$ cat config.mk
export PLATFORM = sky130hd
export DESIGN_NAME = iob_uart_bridge
export DESIGN_NICKNAME = d
export VERILOG_FILES = /design/src/rtl/iob_uart_bridge_pkg.sv /design/src/rtl/iob_uart_bridge_phy.sv /design/src/rtl/iob_uart_bridge.sv
export SDC_FILE = /design/constraint.sdc
export NUM_CORES = 1
export LEC_CHECK = 0
export ABC_AREA = 1
export CORE_MARGIN = 8
export CORE_UTILIZATION = 51
export CTS_CLUSTER_DIAMETER = 100
export DETAILED_ROUTE_END_ITERATION = 7
export DONT_BUFFER_PORTS = 1
export PLACE_DENSITY_LB_ADDON = 0.12
export SLEW_MARGIN = 20
export SYNTH_ARGS = -nofsm -noshare
export SYNTH_HDL_FRONTEND = slang
export SYNTH_HIERARCHICAL = 1
export SYNTH_SLANG_ARGS = --single-unit
$ cat constraint.sdc
create_clock -name clk -period 2.7 [get_ports clk]
set_input_delay 0.54 -clock clk [delete_from_list [all_inputs] [get_ports clk]]
set_output_delay 0.54 -clock clk [all_outputs]
set_load 0.05 [all_outputs]
$ cat src/rtl/iob_uart_bridge_pkg.sv
// iob_uart_bridge_pkg: shared codes, state encodings and width helpers for the UART bus bridge
package iob_uart_bridge_pkg;
  localparam logic [7:0] CMD_WR = 8'h01;
  localparam logic [7:0] CMD_RD = 8'h02;
  localparam logic [7:0] ACK    = 8'h06;
  localparam logic [7:0] NAK    = 8'h15;
  typedef enum logic [2:0] {S_IDLE, S_ADDR, S_DATA, S_BUS, S_RESP} state_t;
  typedef enum logic [1:0] {RX_IDLE, RX_START, RX_BITS} rx_state_t;
  function automatic logic [7:0] nbytes(input int w);
    return 8'(w / 8);
  endfunction
endpackage

$ cat src/rtl/iob_uart_bridge_phy.sv
// iob_uart_bridge_phy: 8N1 bit-level receiver and transmitter with byte handshakes
module iob_uart_bridge_phy
  import iob_uart_bridge_pkg::*;
#(
  parameter int DIV_W = 16
) (
  input  logic             clk,
  input  logic             rst,
  input  logic [DIV_W-1:0] bit_duration,
  input  logic             rxd,
  output logic             txd,
  input  logic             cts,
  output logic             rx_valid,
  output logic [7:0]       rx_data,
  output logic             frame_err,
  input  logic             tx_valid,
  input  logic [7:0]       tx_data,
  output logic             tx_ready,
  output logic             tx_done
);
  logic rx_s1_q, rx_s2_q, rx_s3_q;
  rx_state_t rx_st_q, rx_st_d;
  logic [DIV_W-1:0] rx_cnt_q, rx_cnt_d, rx_bd_q, rx_bd_d;
  logic [3:0] rx_bit_q, rx_bit_d;
  logic [7:0] rx_sh_q, rx_sh_d;
  logic rx_valid_q, rx_valid_d, ferr_q, ferr_d;
  logic tx_busy_q, tx_busy_d;
  logic [9:0] tx_sh_q, tx_sh_d;
  logic [DIV_W-1:0] tx_cnt_q, tx_cnt_d, tx_bd_q, tx_bd_d;
  logic [3:0] tx_bit_q, tx_bit_d;

  always_comb begin
    rx_st_d = rx_st_q;
    rx_cnt_d = rx_cnt_q + 1'b1;
    rx_bd_d = rx_bd_q;
    rx_bit_d = rx_bit_q;
    rx_sh_d = rx_sh_q;
    rx_valid_d = 1'b0;
    ferr_d = 1'b0;
    case (rx_st_q)
      RX_IDLE: if (rx_s3_q && !rx_s2_q) begin
        rx_st_d = RX_START;
        rx_cnt_d = 1;
        rx_bd_d = bit_duration;
      end
      RX_START: if (rx_cnt_q == (rx_bd_q >> 1)) begin
        rx_st_d = rx_s2_q ? RX_IDLE : RX_BITS;
        rx_cnt_d = 1;
        rx_bit_d = 4'd0;
      end
      RX_BITS: if (rx_cnt_q == rx_bd_q) begin
        rx_cnt_d = 1;
        rx_bit_d = rx_bit_q + 4'd1;
        if (rx_bit_q == 4'd8) begin
          rx_st_d = RX_IDLE;
          rx_valid_d = rx_s2_q;
          ferr_d = !rx_s2_q;
        end else
          rx_sh_d = {rx_s2_q, rx_sh_q[7:1]};
      end
      default: rx_st_d = RX_IDLE;
    endcase
  end

  // A new byte may be loaded in the last cycle of the previous stop bit, keeping bytes back-to-back
  assign tx_done  = tx_busy_q && tx_bit_q == 4'd9 && tx_cnt_q == tx_bd_q;
  assign tx_ready = cts && (!tx_busy_q || tx_done);

  always_comb begin
    tx_busy_d = tx_busy_q;
    tx_sh_d = tx_sh_q;
    tx_cnt_d = tx_cnt_q + 1'b1;
    tx_bd_d = tx_bd_q;
    tx_bit_d = tx_bit_q;
    if (tx_busy_q && tx_cnt_q == tx_bd_q) begin
      tx_cnt_d = 1;
      tx_bit_d = tx_bit_q + 4'd1;
      tx_sh_d = {1'b1, tx_sh_q[9:1]};
      tx_busy_d = tx_bit_q != 4'd9;
    end
    if (tx_valid && tx_ready) begin
      tx_busy_d = 1'b1;
      tx_sh_d = {1'b1, tx_data, 1'b0};
      tx_bd_d = bit_duration;
      tx_cnt_d = 1;
      tx_bit_d = 4'd0;
    end
  end

  always_ff @(posedge clk) begin
    if (!rst) begin
      rx_s1_q <= 1'b1;
      rx_s2_q <= 1'b1;
      rx_s3_q <= 1'b1;
      rx_st_q <= RX_IDLE;
      rx_cnt_q <= '0;
      rx_bd_q <= '0;
      rx_bit_q <= '0;
      rx_sh_q <= '0;
      rx_valid_q <= 1'b0;
      ferr_q <= 1'b0;
      tx_busy_q <= 1'b0;
      tx_sh_q <= '1;
      tx_cnt_q <= '0;
      tx_bd_q <= '0;
      tx_bit_q <= '0;
    end else begin
      rx_s1_q <= rxd;
      rx_s2_q <= rx_s1_q;
      rx_s3_q <= rx_s2_q;
      rx_st_q <= rx_st_d;
      rx_cnt_q <= rx_cnt_d;
      rx_bd_q <= rx_bd_d;
      rx_bit_q <= rx_bit_d;
      rx_sh_q <= rx_sh_d;
      rx_valid_q <= rx_valid_d;
      ferr_q <= ferr_d;
      tx_busy_q <= tx_busy_d;
      tx_sh_q <= tx_sh_d;
      tx_cnt_q <= tx_cnt_d;
      tx_bd_q <= tx_bd_d;
      tx_bit_q <= tx_bit_d;
    end
  end

  assign txd       = tx_busy_q ? tx_sh_q[0] : 1'b1;
  assign rx_valid  = rx_valid_q;
  assign rx_data   = rx_sh_q;
  assign frame_err = ferr_q;
endmodule

$ cat src/rtl/iob_uart_bridge.sv
// iob_uart_bridge: serial command frames from a host turned into IOb master transactions
module iob_uart_bridge
  import iob_uart_bridge_pkg::*;
#(
  parameter int DATA_W = 32,
  parameter int ADDR_W = 32,
  parameter int DIV_W  = 16
) (
  input  logic                clk,
  input  logic                rst,
  input  logic [DIV_W-1:0]    bit_duration,
  input  logic                rxd,
  output logic                txd,
  input  logic                cts,
  output logic                rts,
  output logic                m_valid,
  output logic [ADDR_W-1:0]   m_address,
  output logic [DATA_W-1:0]   m_wdata,
  output logic [DATA_W/8-1:0] m_wstrb,
  input  logic [DATA_W-1:0]   m_rdata,
  input  logic                m_ready,
  output logic                frame_err
);
  localparam logic [7:0] ADDR_BYTES = nbytes(ADDR_W);
  localparam logic [7:0] DATA_BYTES = nbytes(DATA_W);

  state_t state_q, state_d;
  logic [7:0] cnt_q, cnt_d, len_q, len_d;
  logic [ADDR_W-1:0] addr_q, addr_d;
  logic [DATA_W-1:0] wdata_q, wdata_d, resp_q, resp_d, resp_sel;
  logic is_rd_q, is_rd_d, rts_q, rts_d, accepting;
  logic rx_valid, tx_valid, tx_ready, tx_done;
  logic [7:0] rx_data, tx_data;

  iob_uart_bridge_phy #(.DIV_W(DIV_W)) u_phy (
    .clk(clk), .rst(rst), .bit_duration(bit_duration), .rxd(rxd), .txd(txd), .cts(cts),
    .rx_valid(rx_valid), .rx_data(rx_data), .frame_err(frame_err),
    .tx_valid(tx_valid), .tx_data(tx_data), .tx_ready(tx_ready), .tx_done(tx_done)
  );

  always_comb begin
    state_d = state_q;
    cnt_d = cnt_q;
    len_d = len_q;
    addr_d = addr_q;
    wdata_d = wdata_q;
    resp_d = resp_q;
    is_rd_d = is_rd_q;
    resp_sel = resp_q >> {cnt_q, 3'b000};
    tx_valid = 1'b0;
    tx_data = resp_sel[7:0];
    case (state_q)
      S_IDLE: if (rx_valid) begin
        is_rd_d = rx_data == CMD_RD;
        cnt_d = 8'd0;
        len_d = 8'd1;
        resp_d = DATA_W'(NAK);
        state_d = (rx_data == CMD_WR || rx_data == CMD_RD) ? S_ADDR : S_RESP;
      end
      S_ADDR: if (rx_valid) begin
        addr_d = ADDR_W'({rx_data, addr_q} >> 8);
        cnt_d = cnt_q == ADDR_BYTES - 8'd1 ? 8'd0 : cnt_q + 8'd1;
        if (cnt_q == ADDR_BYTES - 8'd1) state_d = is_rd_q ? S_BUS : S_DATA;
      end
      S_DATA: if (rx_valid) begin
        wdata_d = DATA_W'({rx_data, wdata_q} >> 8);
        cnt_d = cnt_q == DATA_BYTES - 8'd1 ? 8'd0 : cnt_q + 8'd1;
        if (cnt_q == DATA_BYTES - 8'd1) state_d = S_BUS;
      end
      // First response byte is offered straight from m_rdata so it can start the next cycle
      S_BUS: if (m_ready) begin
        resp_d = is_rd_q ? m_rdata : DATA_W'(ACK);
        len_d = is_rd_q ? DATA_BYTES : 8'd1;
        tx_valid = 1'b1;
        tx_data = is_rd_q ? m_rdata[7:0] : ACK;
        cnt_d = {7'd0, tx_ready};
        state_d = S_RESP;
      end
      S_RESP: begin
        tx_valid = cnt_q < len_q;
        if (tx_valid && tx_ready) cnt_d = cnt_q + 8'd1;
        if (cnt_q == len_q && tx_done) state_d = S_IDLE;
      end
      default: state_d = S_IDLE;
    endcase
    accepting = state_q == S_IDLE || state_q == S_ADDR || state_q == S_DATA;
    if (frame_err && accepting) state_d = S_IDLE;
    rts_d = state_d == S_IDLE || state_d == S_ADDR || state_d == S_DATA;
  end

  always_ff @(posedge clk) begin
    if (!rst) begin
      state_q <= S_IDLE;
      cnt_q <= '0;
      len_q <= '0;
      addr_q <= '0;
      wdata_q <= '0;
      resp_q <= '0;
      is_rd_q <= 1'b0;
      rts_q <= 1'b0;
    end else begin
      state_q <= state_d;
      cnt_q <= cnt_d;
      len_q <= len_d;
      addr_q <= addr_d;
      wdata_q <= wdata_d;
      resp_q <= resp_d;
      is_rd_q <= is_rd_d;
      rts_q <= rts_d;
    end
  end

  assign m_valid   = state_q == S_BUS;
  assign m_address = addr_q;
  assign m_wdata   = wdata_q;
  assign m_wstrb   = {(DATA_W/8){m_valid && !is_rd_q}};
  assign rts       = rts_q;
endmodule

After elaboration in Yosys (flattened, before gate mapping)
Index checks and enable logic that the tools add are counted.
Word-level totals
  word-level logic and storage cells: 148
  latch bits: 0
  output and inout port bits: 72
  memories kept: 0
  RAM bits: 0
  bits in read-only memories: 0
  bits in registers: 214
  bits of input ports: 53
Operators by class
  divide/modulo/power cells: 0
  add/sub/neg operators: 5
  $mul: 0
  equality and inequality tests: 26
  reduce and logical (&&, ||, !) cells: 39
  muxes and demuxes: 50
  bitwise gates (word level): 2
  shifts and indexed selects: 1
  order comparisons: 1
Operators by type and width (count)
  2-to-1 mux 32 bit: 3
  2-to-1 mux 8 bit: 10
  case mux 32 bit (2 select lines): 1
  2-to-1 mux 16 bit: 3
  case mux 16 bit (3 select lines): 1
  adder 16 x 1 -> 16 bit (second input constant): 2
  equality test 16 bit: 2
  case mux 8 bit (4 select lines): 1
  right shift 32 x 11 -> 8 bit: 1
  2-to-1 mux 3 bit: 10
  2-to-1 mux 9 bit: 2
  equality test 16 x 15 -> 1 bit: 1
  equality test 8 x 2 -> 1 bit (second input constant): 2
  case mux 8 bit (2 select lines): 1
  case mux 3 bit (5 select lines): 1
  != test 2 x 1 -> 1 bit (second input constant): 7
  logical AND 1 bit: 10
  2-to-1 mux 2 bit: 5
  equality test 3 x 2 -> 1 bit (second input constant): 3
  AND reduction 3 bit: 3
  adder 4 x 1 -> 4 bit (second input constant): 2
  adder 8 x 1 -> 8 bit (second input constant): 1
  equality test 4 bit (second input constant): 2
  equality test 8 x 1 -> 1 bit (second input constant): 1
  other kinds (25): 49

Logic depth before layout (Yosys ltp)
Gate-level depths: netlist (run 1).
  word-level depth: 10
  mapped depth: 16
  mapped depth without buffers: 16

Hierarchy
The synthesis (run 1) kept the hierarchy.
Modules (own cells, without submodules)
  iob_uart_bridge_phy: sequential area each 1941.9 sq um, cells each 705, instances 1, area each 4807.1 sq um
  iob_uart_bridge: sequential area each 2222.1 sq um, cells each 675, instances 1, area each 4787.1 sq um

Worst setup path after synthesis (run 1)
OpenSTA, ideal clock, no wires.
  kind: register -> output
  start point: register state_q[2]
  end point: output port m_wstrb[1]
  slack: 0.421 ns
  path buffers: 1
  arrival time: 1.739 ns
  stages on the path, launching flop included: 5
  cell sequence: dfxtp_1 nor2_2 nand2_4 nor2_1 buf_4
Between the ends
  longest elaborated chain between the ends: 2
RTL lines
  start: declaration: RTL line iob_uart_bridge.sv:27  | state_t state_q, state_d;
  start signal: assignment: RTL line iob_uart_bridge.sv:102  | state_q <= state_d;
  equality test 3 x 2 -> 1 bit: RTL line iob_uart_bridge.sv:113  | assign m_valid = state_q == S_BUS;
  logical AND 1 bit: RTL line iob_uart_bridge.sv:116  | assign m_wstrb = {(DATA_W/8){m_valid && !is_rd_q}};
  end: declaration: RTL line iob_uart_bridge.sv:19  | output logic [DATA_W/8-1:0] m_wstrb,
Every way passes these cells.

Worst setup path in the final report (run 1)
  start point: register state_q[2]
  end point: output port m_wstrb[3]
The elaborated chain is that of the path after synthesis.

==> report_table.html, run 1 <==
<table>
<tr><th>Metric</th><th>Value</th></tr>
<tr><th colspan="2">CTS</th></tr>
<tr><td>Bufs on Longest Clock Path</td><td>3</td></tr>
<tr><td>Clock slew seen by the registers of the worst setup and hold paths</td><td>0.06 ns</td></tr>
<tr><td>TritonCTS clock tree</td><td>built</td></tr>
<tr><td>Setup Buffers After CTS</td><td>0</td></tr>
<tr><td>Root Driver</td><td>sky130_fd_sc_hd__clkbuf_16</td></tr>
<tr><td>H-tree Lvls</td><td>1</td></tr>
<tr><td>Hold-fix buffers, CTS</td><td>0</td></tr>
<tr><td>Clk Latency, worst-skew pair</td><td>0.51 ns</td></tr>
<tr><td>Clk sink count</td><td>208</td></tr>
<tr><td>Cts repair resizes</td><td>0</td></tr>
<tr><td>Number of buffers inserted during clock tree synthesis</td><td>24</td></tr>
<tr><th colspan="2">Yosys</th></tr>
<tr><td>Most used flip-flop cell after synthesis</td><td>sky130_fd_sc_hd__dfxtp_1</td></tr>
<tr><td>Syn Std Cell Area</td><td>9594 um2</td></tr>
<tr><td>Synth cell types</td><td>44</td></tr>
<tr><td>Post-synth ARST share</td><td>0%</td></tr>
<tr><td>Average cell area after synthesis</td><td>6.952 um2</td></tr>
<tr><td>Yosys Warn Count</td><td>6</td></tr>
<tr><td>Dominant cells by area after synthesis</td><td>sky130_fd_sc_hd__dfxtp_1, sky130_fd_sc_hd__nand2_1, sky130_fd_sc_hd__nor2_1</td></tr>
<tr><td>Top cell type by total area after synthesis</td><td>sky130_fd_sc_hd__dfxtp_1</td></tr>
<tr><td>Most frequent cell after synthesis</td><td>sky130_fd_sc_hd__nand2_1</td></tr>
<tr><td>Post-synthesis sequential area ratio</td><td>43.40%</td></tr>
<tr><td>Yosys top cell area share</td><td>43.40%</td></tr>
<tr><td>Number of enable flip-flop cells after synthesis</td><td>0</td></tr>
<tr><td>Most numerous cell types in the synthesized netlist</td><td>sky130_fd_sc_hd__nand2_1, sky130_fd_sc_hd__nor2_1, sky130_fd_sc_hd__dfxtp_1, sky130_fd_sc_hd__inv_1, sky130_fd_sc_hd__o21ai_0</td></tr>
<tr><td>Cell count after synthesis</td><td>1,380</td></tr>
<tr><td>Synthesized Nets</td><td>1,442</td></tr>
<tr><td>Number of flip-flops and latches in the synthesized netlist</td><td>208</td></tr>
<tr><th colspan="2">Placed design</th></tr>
<tr><td>Worst slack after detailed placement</td><td>0.4455 ns</td></tr>
<tr><td>DP Cell Count</td><td>1,568</td></tr>
<tr><td>DP HPWL</td><td>16,310 um</td></tr>
<tr><td>Post-Place Cell Area</td><td>9713 um2</td></tr>
<tr><td>Final GP Congestion</td><td>0.8316</td></tr>
<tr><td>Number of I/O port buffers</td><td>0</td></tr>
<tr><th colspan="2">Setup path</th></tr>
<tr><td>CP arrival</td><td>1.80 ns</td></tr>
<tr><td>Setup crit end kind</td><td>output port</td></tr>
<tr><td>Crit path launch type</td><td>flip-flop</td></tr>
<tr><td>Classification of the worst setup path</td><td>reg2out</td></tr>
<tr><td>Worst R2R Start</td><td>u_phy/tx_cnt_q[7]</td></tr>
<tr><td>R2R setup slack</td><td>0.47 ns</td></tr>
<tr><td>Largest fanout of any net on the critical path</td><td>6</td></tr>
<tr><td>Data required time of the worst path</td><td>2.16 ns</td></tr>
<tr><td>End of the worst register-to-register path</td><td>cnt_q[1]</td></tr>
<tr><td>Depth of the most critical reg-to-reg path</td><td>16</td></tr>
<tr><th colspan="2">Global routing</th></tr>
<tr><td>Tot GR Track Use</td><td>19.20%</td></tr>
<tr><td>Largest net degree at the start of global routing</td><td>125</td></tr>
<tr><td>Vias in the first global route</td><td>7,555</td></tr>
<tr><td>Initial antenna violation count</td><td>1</td></tr>
<tr><td>Total global routing overflow</td><td>0</td></tr>
<tr><td>First-pass GRT wire length</td><td>38,470 um</td></tr>
<tr><th colspan="2">STA</th></tr>
<tr><td>Clk_skew</td><td>0.01089 ns</td></tr>
<tr><td>Slew Limit Fails</td><td>0</td></tr>
<tr><td>Timing-limited maximum frequency</td><td>427.4 MHz</td></tr>
<tr><td>Tightest Pin Transition</td><td>0.7315 ns</td></tr>
<tr><td>RSZ-0062 raised after global routing</td><td>no</td></tr>
<tr><td>Total negative slack</td><td>0 ns</td></tr>
<tr><td>Worst slew margin relative to its limit</td><td>50.86%</td></tr>
<tr><td>Tcrit/Tclk final</td><td>86.65%</td></tr>
<tr><td>Min Clock Period, post-route</td><td>2.340 ns</td></tr>
<tr><td>Final setup slack of the worst path</td><td>0.3603 ns</td></tr>
<tr><td>Hold violation count in the final report</td><td>0</td></tr>
<tr><td>Final setup violation count</td><td>0</td></tr>
<tr><th colspan="2">Routing</th></tr>
<tr><td>Antenna viol nets, final</td><td>0</td></tr>
<tr><td>Number of vias per cell after detailed routing</td><td>5.076</td></tr>
<tr><td>Final wirelength</td><td>23,330 um</td></tr>
<tr><td>Total iterations of the first detailed-routing run</td><td>5</td></tr>
<tr><td>Initial detailed-routing violation count</td><td>409</td></tr>
<tr><td>Wire per inst</td><td>14.46 um</td></tr>
<tr><td>DRC violation count after routing</td><td>0</td></tr>
<tr><td>Via count</td><td>8,188</td></tr>
<tr><th colspan="2">Final layout</th></tr>
<tr><td>Layout Cells excl Fill</td><td>1,613</td></tr>
<tr><td>Fraction of final layout cells with drive strength greater than 1</td><td>7.475%</td></tr>
<tr><td>Final core utilization</td><td>56.44%</td></tr>
<tr><td>Count of nets after finishing</td><td>1,422</td></tr>
<tr><td>Layout filler cell count</td><td>1,859</td></tr>
<tr><td>Relative area change from synthesis to final layout</td><td>9.298%</td></tr>
<tr><td>Final design area excluding fillers</td><td>10,490 um2</td></tr>
<tr><th colspan="2">Outcome</th></tr>
<tr><td>Result of the run</td><td>completed</td></tr>
<tr><th colspan="2">Die</th></tr>
<tr><td>Horizontal die dimension</td><td>153.2 um</td></tr>
<tr><td>Die Y</td><td>153.2 um</td></tr>
<tr><td>Full die area</td><td>23,460 um2</td></tr>
<tr><td>Starting utilization of the core area</td><td>51.64%</td></tr>
<tr><td>CORE AREA</td><td>18,580 um2</td></tr>
<tr><td>Num rows</td><td>50</td></tr>
<tr><td>IO Pins</td><td>125</td></tr>
<tr><th colspan="2">Power and ir drop</th></tr>
<tr><td>Leakage power of the design</td><td>4.454 nW</td></tr>
<tr><td>Power per cell area</td><td>610.5 nW/um2</td></tr>
<tr><td>VDD IR max</td><td>0.0004167 V</td></tr>
<tr><th colspan="2">Worst hold path</th></tr>
<tr><td>Hold-critical path depth</td><td>1</td></tr>
<tr><td>Path class of the lowest-slack min-delay path</td><td>in2reg</td></tr>
<tr><td>HP Start</td><td>rst</td></tr>
<tr><td>Endpoint of the worst hold-timing path</td><td>u_phy/rx_s3_q</td></tr>
<tr><th colspan="2">Flow run</th></tr>
<tr><td>Max-cap violations</td><td>0</td></tr>
</table>
[routing by layer]
layer	vias to the layer above	GRT usage [%]	wire [um]
li1	4315	-	-
met1	3651	25.58	10910
met2	194	29.73	10300
met3	28	5.272	1688
met4	0	5.796	435
met5	-	0	0
[critical path: stages (launching register included)]
cell and delay, ns:
sky130_fd_sc_hd__dfxtp_1 0.39, sky130_fd_sc_hd__nor2_2 0.20, sky130_fd_sc_hd__nand2_4 0.12, sky130_fd_sc_hd__nor2_4 0.10
sky130_fd_sc_hd__buf_4 0.47
[flip-flops by register name, summed over array words and instances (netlist names)]
register,flops
cnt_q,8
is_rd_q,1
len_q,2
m_address,32
m_wdata,32
resp_q,32
rts,1
state_q,3
u_phy/frame_err,1
u_phy/rx_bd_q,16
u_phy/rx_bit_q,4
u_phy/rx_cnt_q,16
u_phy/rx_data,8
u_phy/rx_s1_q,1
u_phy/rx_s2_q,1
u_phy/rx_s3_q,1
u_phy/rx_st_q,2
u_phy/rx_valid,1
u_phy/tx_bd_q,16
u_phy/tx_bit_q,4
u_phy/tx_busy_q,1
u_phy/tx_cnt_q,16
u_phy/tx_sh_q,9
[layout by cell type, fill, tap and decap left out, drive strengths merged]
cell type,n
o21bai,1
a21oi,109
inv,149
xnor2,19
a211oi,2
buf,14
a21boi,1
a31oi,3
clkbuf,36
nand2,309
nand3b,1
nor2,239
diode,1
or2,9
ha,9
o21ai,112
clkinv,11
o22ai,1
nand4,14
nor4,5
nor3,23
nand3,74
dfxtp,208
xor2,29
[cells by family (layout without fill, tap and decap cells)]
group                    after synthesis  in the layout  share of synthesized area (%)
adder cells (fa/ha/maj)                9              9                          1.174
other                                  0              1                              0
flip-flops                           208            208                          43.40
AND/OR/NAND/NOR                      674            674                          29.77
AO/OA/AOI/OAI                        229            229                          12.26
buffers and inverters                212            210                          9.011
XOR/XNOR                              48             48                          4.382
[worst max path at each step]
stage | end | depth (start not counted) | startpoint
after global placement | cnt_q[1] | 16 | u_phy/tx_cnt_q[0]
after CTS | m_wstrb[0] | 4 | state_q[2]
after floorplan | m_wstrb[1] | 4 | state_q[2]
after detailed placement | cnt_q[2] | 16 | u_phy/tx_cnt_q[0]
final | m_wstrb[3] | 4 | state_q[2]
after global routing | cnt_q[1] | 17 | u_phy/tx_cnt_q[5]
[cell type report]
cell class / instances / area, um2 / share of cell area, %
antenna: 1 / 2.502 / 0.02386
clock buffer: 36 / 726.9 / 6.932
clock inverter: 8 / 43.79 / 0.4176
inverter: 152 / 578.1 / 5.512
multi-input combinational: 960 / 4573 / 43.61
sequential: 208 / 4164 / 39.71
tap: 234 / 292.8 / 2.792
timing repair buffer: 14 / 105.1 / 1.002
[stage by stage]
stage	power [mW]	hold slack (ns)
global placement	3.357	0.3960
finish	6.402	0.1279
floorplan	3.342	0.3925
CTS	6.491	0.1078
detailed placement	3.359	0.4056
global route	6.621	0.1230
[report_power, final]
group          switching, mW  internal, mW
registers             0.0304          3.09
logic                  0.103        0.0626
clock network           1.26          1.86
total                   1.39          5.01
Power figures use the tool's default switching activity.
==> run 2: changes to the inputs <==
--- a/config.mk
+++ b/config.mk
@@ -7,7 +7,7 @@
 export LEC_CHECK = 0
 export ABC_AREA = 1
 export CORE_MARGIN = 8
-export CORE_UTILIZATION = 51
+export CORE_UTILIZATION = 50
 export CTS_CLUSTER_DIAMETER = 100
 export DETAILED_ROUTE_END_ITERATION = 7
 export DONT_BUFFER_PORTS = 1
==> run 2 against run 1 <==
  * Global-route usage fell by 0.49 points
  * Core utilization decreased by 0.53 points
  * Power up 0.74%
  * Critical path depth is the same
  * Worst hold slack better by 0.018 ns
  * Clock-buffer cell count decreased by 3
  * Non-clock buffer count did not move
  * Sequential power barely moved
  * Sequential cell count unchanged
  * Wire length fell by 1.4%
  * Cell count down 0.37%
  * Critical path type unchanged
  * Largest power group is now the clock network
==> report_table.html, run 2 (synthesized netlist as in run 1, its figures left out) <==
<table>
<tr><th>Metric</th><th>Value</th></tr>
<tr><th colspan="2">Die</th></tr>
<tr><td>Die Y</td><td>154.5 um (+0.89%)</td></tr>
<tr><td>Starting utilization of the core area</td><td>51.12% (-0.52 points)</td></tr>
<tr><td>IO Pins</td><td>125 (unchanged)</td></tr>
<tr><td>Num rows</td><td>50 (unchanged)</td></tr>
<tr><td>CORE AREA</td><td>18,770 um2 (+1.0%)</td></tr>
<tr><td>Full die area</td><td>23,880 um2 (+1.8%)</td></tr>
<tr><td>Horizontal die dimension</td><td>154.5 um (+0.89%)</td></tr>
<tr><th colspan="2">Routing</th></tr>
<tr><td>Final wirelength</td><td>23,010 um (-1.4%)</td></tr>
<tr><td>Total iterations of the first detailed-routing run</td><td>5 (unchanged)</td></tr>
<tr><td>Wire per inst</td><td>14.32 um (-1.0%)</td></tr>
<tr><td>Antenna viol nets, final</td><td>0 (unchanged)</td></tr>
<tr><td>Initial detailed-routing violation count</td><td>391 (-4.4%)</td></tr>
<tr><td>DRC violation count after routing</td><td>0 (unchanged)</td></tr>
<tr><td>Via count</td><td>8,168 (-0.24%)</td></tr>
<tr><td>Number of vias per cell after detailed routing</td><td>5.083 (+0.13%)</td></tr>
<tr><th colspan="2">Setup path</th></tr>
<tr><td>Origin of the worst setup path</td><td>state_q[2]</td></tr>
<tr><td>Depth of the most critical reg-to-reg path</td><td>15 (-1)</td></tr>
<tr><td>Critical Path Slowest Stage Cell</td><td>sky130_fd_sc_hd__buf_4</td></tr>
<tr><td>Worst R2R Start</td><td>u_phy/tx_cnt_q[7]</td></tr>
<tr><td>Sequence of cells on the critical path</td><td>nor2_2 -&gt; nand2_4 -&gt; nor2_4 -&gt; buf_4</td></tr>
<tr><td>CP arrival</td><td>1.84 ns (+0.04 ns)</td></tr>
<tr><td>Largest incremental delay on the critical path</td><td>0.47 ns (about the same)</td></tr>
<tr><td>R2R setup slack</td><td>0.44 ns (-0.03 ns)</td></tr>
<tr><td>Largest fanout of any net on the critical path</td><td>6 (unchanged)</td></tr>
<tr><td>Critical path destination</td><td>m_wstrb[1]</td></tr>
<tr><td>Crit path launch type</td><td>flip-flop</td></tr>
<tr><td>Classification of the worst setup path</td><td>reg2out</td></tr>
<tr><td>Data required time of the worst path</td><td>2.16 ns (about the same)</td></tr>
<tr><td>Setup crit end kind</td><td>output port</td></tr>
<tr><td>End of the worst register-to-register path</td><td>cnt_q[1]</td></tr>
<tr><th colspan="2">Global routing</th></tr>
<tr><td>Tot GR Track Use</td><td>18.71% (-0.49 points)</td></tr>
<tr><td>Vias in the first global route</td><td>7,439 (-1.5%)</td></tr>
<tr><td>Largest net degree at the start of global routing</td><td>125 (unchanged)</td></tr>
<tr><td>Initial antenna violation count</td><td>0 (-1)</td></tr>
<tr><td>First-pass GRT wire length</td><td>37,690 um (-2.0%)</td></tr>
<tr><td>Total global routing overflow</td><td>0 (unchanged)</td></tr>
<tr><th colspan="2">Placed design</th></tr>
<tr><td>DP HPWL</td><td>16,090 um (-1.4%)</td></tr>
<tr><td>DP Cell Count</td><td>1,568 (unchanged)</td></tr>
<tr><td>Final GP Congestion</td><td>0.8742 (+5.1%)</td></tr>
<tr><td>Number of I/O port buffers</td><td>0 (unchanged)</td></tr>
<tr><th colspan="2">STA</th></tr>
<tr><td>RSZ-0062 raised after global routing</td><td>no</td></tr>
<tr><td>Worst slew margin relative to its limit</td><td>52.73% (+1.9 points)</td></tr>
<tr><td>Hold violation count in the final report</td><td>0 (unchanged)</td></tr>
<tr><td>Slew Limit Fails</td><td>0 (unchanged)</td></tr>
<tr><td>Tcrit/Tclk final</td><td>88.22% (+1.6 points)</td></tr>
<tr><td>Final setup violation count</td><td>0 (unchanged)</td></tr>
<tr><td>Total negative slack</td><td>0 ns (unchanged)</td></tr>
<tr><td>Tightest Pin Transition</td><td>0.7083 ns (-0.02326 ns)</td></tr>
<tr><td>Timing-limited maximum frequency</td><td>419.8 MHz (-1.8%)</td></tr>
<tr><td>Min Clock Period, post-route</td><td>2.382 ns (+0.04236 ns)</td></tr>
<tr><td>Clk_skew</td><td>0.009731 ns (-0.001162 ns)</td></tr>
<tr><th colspan="2">Worst hold path</th></tr>
<tr><td>Path class of the lowest-slack min-delay path</td><td>in2reg</td></tr>
<tr><th colspan="2">Final layout</th></tr>
<tr><td>Antenna diode count</td><td>0 (-1)</td></tr>
<tr><td>Most frequent standard cell in the layout excluding fill and tap cells</td><td>sky130_fd_sc_hd__nand2_1</td></tr>
<tr><td>Layout filler cell count</td><td>1,884 (+1.3%)</td></tr>
<tr><td>Total area of multi-input combinational cells</td><td>4573 um2 (unchanged)</td></tr>
<tr><td>Commonest non-fill, non-tap cells in the layout</td><td>sky130_fd_sc_hd__nand2_1, sky130_fd_sc_hd__nor2_1, sky130_fd_sc_hd__dfxtp_1, sky130_fd_sc_hd__inv_1, sky130_fd_sc_hd__o21ai_0</td></tr>
<tr><td>Relative area change from synthesis to final layout</td><td>9.364% (about the same)</td></tr>
<tr><td>Count of nets after finishing</td><td>1,421 (-0.070%)</td></tr>
<tr><td>Total area of sequential cells</td><td>4164 um2 (unchanged)</td></tr>
<tr><td>Fraction of final layout cells with drive strength greater than 1</td><td>7.283% (-0.19 points)</td></tr>
<tr><td>Layout Cells excl Fill</td><td>1,607 (-0.37%)</td></tr>
<tr><th colspan="2">CTS</th></tr>
<tr><td>Bufs on Longest Clock Path</td><td>3 (unchanged)</td></tr>
<tr><td>Cts repair resizes</td><td>0 (unchanged)</td></tr>
<tr><td>Setup Buffers After CTS</td><td>0 (unchanged)</td></tr>
<tr><td>Root Driver</td><td>sky130_fd_sc_hd__clkbuf_16</td></tr>
<tr><td>Hold-fix buffers, CTS</td><td>0 (unchanged)</td></tr>
<tr><td>Clk sink count</td><td>208 (unchanged)</td></tr>
<tr><td>Clk Latency, worst-skew pair</td><td>0.50 ns (about the same)</td></tr>
<tr><td>TritonCTS clock tree</td><td>built</td></tr>
<tr><td>H-tree Lvls</td><td>1 (unchanged)</td></tr>
<tr><td>Number of buffers inserted during clock tree synthesis</td><td>23 (-4.2%)</td></tr>
<tr><td>Clock slew seen by the registers of the worst setup and hold paths</td><td>0.06 ns (about the same)</td></tr>
<tr><th colspan="2">Outcome</th></tr>
<tr><td>Result of the run</td><td>completed</td></tr>
<tr><th colspan="2">Power and ir drop</th></tr>
<tr><td>Share of power burned in registers</td><td>48.4% (-0.4 points)</td></tr>
<tr><td>Tot Pwr</td><td>6.449 mW (+0.74%)</td></tr>
<tr><td>Switching pwr</td><td>1.355 mW (-2.4%)</td></tr>
<tr><td>Internal Dissipation</td><td>5.094 mW (+1.6%)</td></tr>
<tr><td>Power per cell area</td><td>614.6 nW/um2 (+0.67%)</td></tr>
<tr><td>Leakage power of the design</td><td>4.454 nW (about the same)</td></tr>
<tr><td>Net switching fraction of the power</td><td>21.01% (-0.67 points)</td></tr>
<tr><td>Logic gate share of total power</td><td>2.6% (about the same)</td></tr>
<tr><td>VDD IR max</td><td>0.0004808 V (+15%)</td></tr>
<tr><td>Share of power burned in the clock network</td><td>49.0% (+0.4 points)</td></tr>
<tr><th colspan="2">Flow run</th></tr>
<tr><td>Max-cap violations</td><td>0 (unchanged)</td></tr>
</table>
-- run 2: cell count changes in the layout (fill, tap and decap cells not counted) --
cell,change
sky130_fd_sc_hd__clkbuf_8,+1
sky130_fd_sc_hd__clkbuf_16,-2
sky130_fd_sc_hd__diode_2,-1
sky130_fd_sc_hd__clkbuf_1,-2
sky130_fd_sc_hd__clkinv_4,-1
sky130_fd_sc_hd__bufinv_16,+2
sky130_fd_sc_hd__clkinv_2,-4
sky130_fd_sc_hd__buf_12,+1
sky130_fd_sc_hd__inv_6,+1
sky130_fd_sc_hd__buf_4,-1
-- run 2: cell type report --
| class | count | share of cell area (%) |
|---|---|---|
| Timing Repair Buffer | 14 | 1.121 |
| Sequential cell | 208 | 39.69 |
| Clock buffer | 33 | 6.511 |
| Inverter | 152 | 5.509 |
| Clock inverter | 6 | 0.7989 |
| Multi-Input combinational cell | 960 | 43.58 |
| Tap cell | 234 | 2.790 |
-- run 2: how the worst min path moves through the flow --
stage / from / to / slack, ns / cells past startpoint
final: rxd / u_phy/rx_s1_q / 0.15 / 1
after global placement: u_phy/rx_s1_q / u_phy/rx_s2_q / 0.40 / 1
after floorplan: u_phy/rx_s1_q / u_phy/rx_s2_q / 0.39 / 1
after global routing: rxd / u_phy/rx_s1_q / 0.12 / 1
after detailed placement: u_phy/rx_s1_q / u_phy/rx_s2_q / 0.40 / 1
after CTS: rst / u_phy/rx_s3_q / 0.10 / 1
-- run 2: per-stage QoR --
stage	instance area (um2)	utilization (%)	hold WS, ns	worst slack [ns]
3_5_place_dp	9726	51.82	0.4018	0.4215
2_1_floorplan	9594	-	0.3925	0.4207
6_report	10490	55.91	0.1456	0.3180
4_1_cts	10490	55.91	0.1034	0.3016
3_3_place_gp	9726	51.82	0.4021	0.5368
5_1_grt	10490	55.91	0.1194	0.06313
-- run 2: critical path, delay by kind of cell (launching register included) --
kind,cells,cell delay [ns]
buf+inv,1,0.47
simple gates,3,0.45
flops,1,0.41
-- run 2: layer usage --
metal | up-vias | GRT usage [%] | part of all wire (%)
met5 | - | 0 | 0
met2 | 178 | 29.99 | 44
met3 | 29 | 4.765 | 7.0
li1 | 4308 | - | -
met1 | 3653 | 24.58 | 47
met4 | 0 | 4.946 | 2.2
-- run 2: power groups by stage --
| stage | Combinational, mW | Sequential, mW | Clock (mW) |
|---|---|---|---|
| floorplan | 0.158 | 3.18 | 0 |
| global placement | 0.167 | 3.19 | 0 |
| detailed placement | 0.168 | 3.19 | 0 |
| CTS | 0.169 | 3.12 | 3.24 |
| global route | 0.192 | 3.13 | 3.35 |
| finish | 0.166 | 3.12 | 3.16 |
==> run 3: changes to the inputs <==
--- a/config.mk
+++ b/config.mk
@@ -6,6 +6,7 @@
 export NUM_CORES = 1
 export LEC_CHECK = 0
 export ABC_AREA = 1
+export ABC_CLOCK_PERIOD_IN_PS = 2700
 export CORE_MARGIN = 8
 export CORE_UTILIZATION = 50
 export CTS_CLUSTER_DIAMETER = 100
==> results of run 3 <==
No change in the layout: final DEF, timing and power equal those of run 2.
